==> config.mk <==
export PLATFORM = sky130hd
export DESIGN_NAME = isp1362_xfer_seq
export DESIGN_NICKNAME = d
export VERILOG_FILES = /design/src/rtl/isp1362_xfer_seq.sv
export SDC_FILE = /design/constraint.sdc
export NUM_CORES = 1
export LEC_CHECK = 0
export BUFFER_PORTS_ARGS = -buffer_cell sky130_fd_sc_hd__buf_2
export CORE_MARGIN = 2
export CORE_UTILIZATION = 45
export DETAILED_ROUTE_END_ITERATION = 12
export PLACE_DENSITY = 0.72
export RECOVER_POWER = 100
export SYNTH_ARGS = -nofsm -noshare
export SYNTH_HDL_FRONTEND = slang
export SYNTH_SLANG_ARGS = --single-unit
==> constraint.sdc <==
create_clock -name iClk200 -period 4 [get_ports iClk200]
set_input_delay 0.2 -clock iClk200 [delete_from_list [all_inputs] [get_ports iClk200]]
set_output_delay 0.2 -clock iClk200 [all_outputs]
set_load 0.005 [all_outputs]
==> src/rtl/isp1362_xfer_seq.sv <==
// Transfer sequencer for the ISP1362 bus controller: one command phase followed by
// N data phases over the controller's Go/Done handshake, with a per-phase watchdog.
module isp1362_xfer_seq #(
  parameter int CNT_W   = 8,
  parameter int TIMEOUT = 255
) (
  input  logic             iClk200,
  input  logic             iReset,
  input  logic             iReqValid,
  output logic             oReqReady,
  input  logic [7:0]       iReqCmd,
  input  logic             iReqRead,
  input  logic [CNT_W-1:0] iReqLen,
  input  logic [15:0]      iWrData,
  input  logic             iWrValid,
  output logic             oWrReady,
  output logic [15:0]      oRdData,
  output logic             oRdValid,
  output logic             oBusy,
  output logic             oErr,
  output logic             oCtrlCmd,
  output logic             oCtrlRead,
  output logic [15:0]      oCtrlD,
  output logic             oCtrlGo,
  input  logic             iCtrlDone,
  input  logic [15:0]      iCtrlQ
);

  localparam int WD_W = ($clog2(TIMEOUT + 1) > 8) ? $clog2(TIMEOUT + 1) : 8;

  typedef enum logic [2:0] {
    S_IDLE,
    S_GO,
    S_ARM1,
    S_ARM2,
    S_WAIT,
    S_FETCH
  } state_e;

  state_e           state_q, state_d;
  logic             data_ph_q, data_ph_d;
  logic             read_q, read_d;
  logic [CNT_W-1:0] rem_q, rem_d;
  logic [WD_W-1:0]  wdog_q, wdog_d;
  logic             ctrl_cmd_q, ctrl_cmd_d;
  logic             ctrl_read_q, ctrl_read_d;
  logic [15:0]      ctrl_dat_q, ctrl_dat_d;
  logic             ctrl_go_q, ctrl_go_d;
  logic [15:0]      rd_data_q, rd_data_d;
  logic             rd_valid_q, rd_valid_d;
  logic             err_q, err_d;

  logic [CNT_W-1:0] rem_dec;
  logic [WD_W-1:0]  wdog_inc;
  logic             wdog_run;
  logic             wdog_expire;

  // NOTE: every signal written here gets a default first, so no path can infer a latch.
  always_comb begin
    state_d     = state_q;
    data_ph_d   = data_ph_q;
    read_d      = read_q;
    rem_d       = rem_q;
    wdog_d      = wdog_q;
    ctrl_cmd_d  = ctrl_cmd_q;
    ctrl_read_d = ctrl_read_q;
    ctrl_dat_d  = ctrl_dat_q;
    ctrl_go_d   = 1'b0;
    rd_data_d   = rd_data_q;
    rd_valid_d  = 1'b0;
    err_d       = 1'b0;

    rem_dec     = (data_ph_q && (rem_q != '0)) ? rem_q - 1'b1 : rem_q;
    wdog_inc    = wdog_q + 1'b1;
    wdog_run    = (state_q == S_GO) || (state_q == S_ARM1) ||
                  (state_q == S_ARM2) || (state_q == S_WAIT);
    wdog_expire = wdog_run && (wdog_inc == WD_W'(TIMEOUT));

    if (wdog_run) wdog_d = wdog_inc;

    unique case (state_q)
      S_IDLE: begin
        if (iReqValid) begin
          read_d      = iReqRead;
          rem_d       = iReqLen;
          data_ph_d   = 1'b0;
          ctrl_cmd_d  = 1'b1;
          ctrl_read_d = 1'b0;
          ctrl_dat_d  = {8'h00, iReqCmd};
          wdog_d      = '0;
          state_d     = S_GO;
        end
      end
      // Done high here means the controller is idle, so Go cannot interrupt an access.
      S_GO: begin
        if (iCtrlDone) begin
          ctrl_go_d = 1'b1;
          state_d   = S_ARM1;
        end
      end
      S_ARM1: state_d = S_ARM2;
      S_ARM2: state_d = S_WAIT;
      S_WAIT: begin
        if (iCtrlDone) begin
          rem_d  = rem_dec;
          wdog_d = '0;
          if (data_ph_q && read_q) begin
            rd_data_d  = iCtrlQ;
            rd_valid_d = 1'b1;
          end
          if (rem_dec == '0) begin
            state_d = S_IDLE;
          end else if (read_q) begin
            data_ph_d   = 1'b1;
            ctrl_cmd_d  = 1'b0;
            ctrl_read_d = 1'b1;
            state_d     = S_GO;
          end else begin
            state_d = S_FETCH;
          end
        end
      end
      S_FETCH: begin
        if (iWrValid) begin
          ctrl_dat_d  = iWrData;
          ctrl_cmd_d  = 1'b0;
          ctrl_read_d = 1'b0;
          data_ph_d   = 1'b1;
          wdog_d      = '0;
          state_d     = S_GO;
        end
      end
      default: state_d = S_IDLE;
    endcase

    // A Done arriving on the expiry cycle still completes the phase.
    if (wdog_expire && !((state_q == S_WAIT) && iCtrlDone)) begin
      err_d       = 1'b1;
      ctrl_go_d   = 1'b0;
      ctrl_cmd_d  = 1'b0;
      ctrl_read_d = 1'b0;
      rem_d       = '0;
      wdog_d      = '0;
      state_d     = S_IDLE;
    end
  end

  // NOTE: sequential state uses non-blocking assignments so all registers update together.
  always_ff @(posedge iClk200) begin
    if (iReset) begin
      state_q     <= S_IDLE;
      data_ph_q   <= 1'b0;
      read_q      <= 1'b0;
      rem_q       <= '0;
      wdog_q      <= '0;
      ctrl_cmd_q  <= 1'b0;
      ctrl_read_q <= 1'b0;
      ctrl_dat_q  <= 16'h0000;
      ctrl_go_q   <= 1'b0;
      rd_data_q   <= 16'h0000;
      rd_valid_q  <= 1'b0;
      err_q       <= 1'b0;
    end else begin
      state_q     <= state_d;
      data_ph_q   <= data_ph_d;
      read_q      <= read_d;
      rem_q       <= rem_d;
      wdog_q      <= wdog_d;
      ctrl_cmd_q  <= ctrl_cmd_d;
      ctrl_read_q <= ctrl_read_d;
      ctrl_dat_q  <= ctrl_dat_d;
      ctrl_go_q   <= ctrl_go_d;
      rd_data_q   <= rd_data_d;
      rd_valid_q  <= rd_valid_d;
      err_q       <= err_d;
    end
  end

  assign oReqReady = (state_q == S_IDLE);
  assign oWrReady  = (state_q == S_FETCH);
  assign oBusy     = (state_q != S_IDLE);
  assign oRdData   = rd_data_q;
  assign oRdValid  = rd_valid_q;
  assign oErr      = err_q;
  assign oCtrlCmd  = ctrl_cmd_q;
  assign oCtrlRead = ctrl_read_q;
  assign oCtrlD    = ctrl_dat_q;
  assign oCtrlGo   = ctrl_go_q;

endmodule

==> flow_summary.toml <==
[setup_path]
start_kind = "flop"
endpoint_kind = "flop"
cp.arrival_ns = 3.21
cp_max_fo = 16
worstSetupPathType = "reg2reg"
worst_path_largest_cell_delay_ns = 0.62
critPathRequiredTime_ns = 4.20
cpMaxStageDelayCell = "dfxtp_1"
worstPathCellList = "nor2_1 > xnor2_1 > nand4_1 > o41ai_1 > clkbuf_1 > o21bai_1 > a211oi_1"

[placed_design]
post-place-cells = 508
dp_worst_setup_slack_ns = 1.33
place.gp.congestion = 0.870
place_hpwl_um = 4950
place.port_buffers = 93

[timing]
fin_crit_sh_pct = 75.4
setup_viol = 0
fin_setup_tns_ns = 0
hold_viol = 0
min_period_ns = 3.02
slew_headroom_pct = 45.5
setup_slack_ns = 0.984
clock.fmax_mhz = 332
worstMarginPinSlew_ns = 0.811
slew_viol_final = 0
rsz0062_at_grt = "false"
skew_ns = 0.00513

[logic_synthesis]
synthDistinctLibCells = 59
synth_area_sq_um = 2890
yosysTopAreaCell = "dfxtp_1"
ys_ff_latch = 58
yosysWarnings = 0
syn_nets = 416
ys.flop_type = "dfxtp_1"
async_flop_share_pct = 0
synth.avg_cell_area_sq_um = 8.07
yosysTopAreaCellShare_pct = 40.2
synth_edf_count = 0
syn_inst = 358
seq_area_frac_synth_pct = 40.2
synth_area_leaders = "dfxtp_1, nand2_1, a21oi_1"

[power_and_ir_drop]
cellPowerDensity_nw_per_um2 = 426
leakage_nw = 1.45
ir_worst_vdd_uv = 346

[global_route]
grt_pass1_wl_um = 12100
antenna_found_initial = 0
overflow = 0
track_usage_pct = 21.0
grt_max_degree = 38
first_global_vias = 2727

[worst_hold_path]
hp-class = "in2reg"

[floorplanning]
core-area_sq_um = 6280
ios = 94
die_x_um = 84.1
fp.dieH_um = 84.1
rows = 29
die-area_sq_um = 7080
initial_core_util_pct = 46.0

[clock_tree]
insertion_delay_ns = 0.33
cts-resized-gates = 0
cts_buffer_depth = 2
cts_setup_buffers = 0
cts_root_buf = "clkbuf_8"
clk_pin_slew_ns = 0.07
cts_hold_buf = 0
cts.sinks = 58
tritoncts = "built"
cts_max_level = 3
cts_buffers = 9

[drt]
ant_nets = 0
routedWlPerCell_um = 13.3
drtIter0Drc = 114
via_per_inst = 5.38
wl_um = 6980
drc = 0
num_vias = 2819
drt_first_pass_iters = 5

[run_status]
status = "complete, no violations"

[cells_and_area]
drive_above_1_share_pct = 23.0
diodes = 0
syn_to_final_growth_pct = 21.6
final_net_count = 500
stdcell_count = 524

[run]
maxCapViolations = 0
==> through the flow <==
step | hold slack [ns] | util (%) | instance area (sq um) | power [mW]
after floorplan | 0.336 | - | 2890 | 0.799
after global placement | 0.433 | 53.1 | 3330 | 0.857
after detailed placement | 0.441 | 53.1 | 3330 | 0.862
after CTS | 0.0790 | 56.9 | 3570 | 1.52
after global routing | 0.0733 | 56.0 | 3520 | 1.58
final | 0.0976 | 56.0 | 3520 | 1.50
==> layout make-up <==
class / count / area [sq um]
Clock buffer: 9 / 124
Clock inverter: 7 / 116
Fill cell: 612 / 2760
Inverter: 7 / 26.3
Multi-Input combinational cell: 272 / 1540
Sequential cell: 58 / 1160
Tap cell: 77 / 96.3
Timing Repair Buffer: 94 / 449
==> critical path: cells and delay by family, from the launching register on <==
family | cells | cell delay (ns)
AOI/OAI and AO/OA | 3 | 0.84
xor gates and xnor gates | 1 | 0.48
buffers and inverters | 1 | 0.59
DFF | 1 | 0.62
and+or+nand+nor | 2 | 0.34
==> per-layer routing <==
layer  vias to the layer above  global-route usage [%]  share of wire [%]
li1                       1426                       -                  -
met1                      1306                    24.8                 44
met2                        77                    35.3                 49
met3                        10                    7.77                5.4
met4                         0                    6.89                1.2
met5                         -                       0                  0
==> where the power goes <==
part | switching (mW) | total [mW] | internal [mW] | leakage [nW]
Clock | 0.241 | 0.654 | 0.413 | 0.120
Sequential | 0.0327 | 0.635 | 0.603 | 0.472
Combinational | 0.117 | 0.209 | 0.0922 | 0.862
Total | 0.390 | 1.50 | 1.11 | 1.45
==> Yosys cell counts (2+ instances only) <==
cell       count
nor2_1        41
nand3_1       14
nor4_1         2
o21ai_0        9
o211ai_1       2
mux2i_1        5
dfxtp_1       58
inv_2          2
a311oi_1       6
nand4_1        3
a21oi_1       34
buf_2          3
nand2_1       75
a31oi_1        3
o22ai_1        2
nand2b_1       4
a22oi_1        2
ha_1           4
nor3_1         7
xor2_1         8
a311oi_2       3
buf_1          2
o31ai_1        2
nor2b_1        5
o221ai_1       3
and3_1         3
o31a_1         2
and2_1         2
a211oi_1       3
inv_1          5
o21a_1         3
clkbuf_1      10
a2bb2oi_1      2
buf_6          4
==> final timing paths <==
| check | start | end | slack, ns | cells past startpoint |
|---|---|---|---|---|
| max | state_q[1]$_SDFFE_PP0P_ | wdog_q[1]$_SDFF_PP0_ | 0.98 | 7 |
| min | iCtrlQ[12] | oRdData[12]$_SDFFE_PP0P_ | 0.1 | 3 |
| max reg2reg | state_q[1]$_SDFFE_PP0P_ | wdog_q[1]$_SDFF_PP0_ | 0.98 | 7 |
| min reg2reg | oCtrlD[14]$_SDFFE_PP0P_ | oCtrlD[14]$_SDFFE_PP0P_ | 0.45 | 2 |
==> cell usage in the layout, fill, tap and decap left out, types with 3 or more instances in the layout <==
cell	synthesis	final
buf_2	3	77
nand2_1	75	75
dfxtp_1	58	58
nor2_1	41	41
a21oi_1	34	34
clkbuf_1	10	17
nand3_1	14	14
o21ai_0	9	9
clkbuf_8	0	9
xor2_1	8	8
inv_1	5	7
nor3_1	7	7
a311oi_1	6	6
nor2b_1	5	5
mux2i_1	5	5
nand2b_1	4	4
ha_1	4	4
a311oi_2	3	3
o221ai_1	3	3
nand4_1	3	3
and3_1	3	3
a31oi_1	3	3
a211oi_1	3	3
o21a_1	3	3
bufinv_16	0	3
==> flip-flops by register name, summed over array words and instances, names as in the netlist <==
register / flops
oRdData: 16
state_q: 3
read_q: 1
oErr: 1
oCtrlCmd: 1
rem_q: 8
wdog_q: 8
oCtrlGo: 1
oCtrlRead: 1
oRdValid: 1
data_ph_q: 1
oCtrlD: 16
==> kinds of logic (layout without fill, tap and decap cells) <==
kind of cell               after synthesis  in the layout  share of synthesized area (%)
and+or+nand+nor                        168            168                           26.9
AOI/OAI and AO/OA                       84             84                           20.5
DFF                                     58             58                           40.2
buffers and inverters                   28            117                           5.24
xor gates and xnor gates                10             10                           3.29
muxes                                    6              6                           2.12
adders and majority gates                4              4                           1.73
Note: power is estimated with default switching activity, not from simulation.
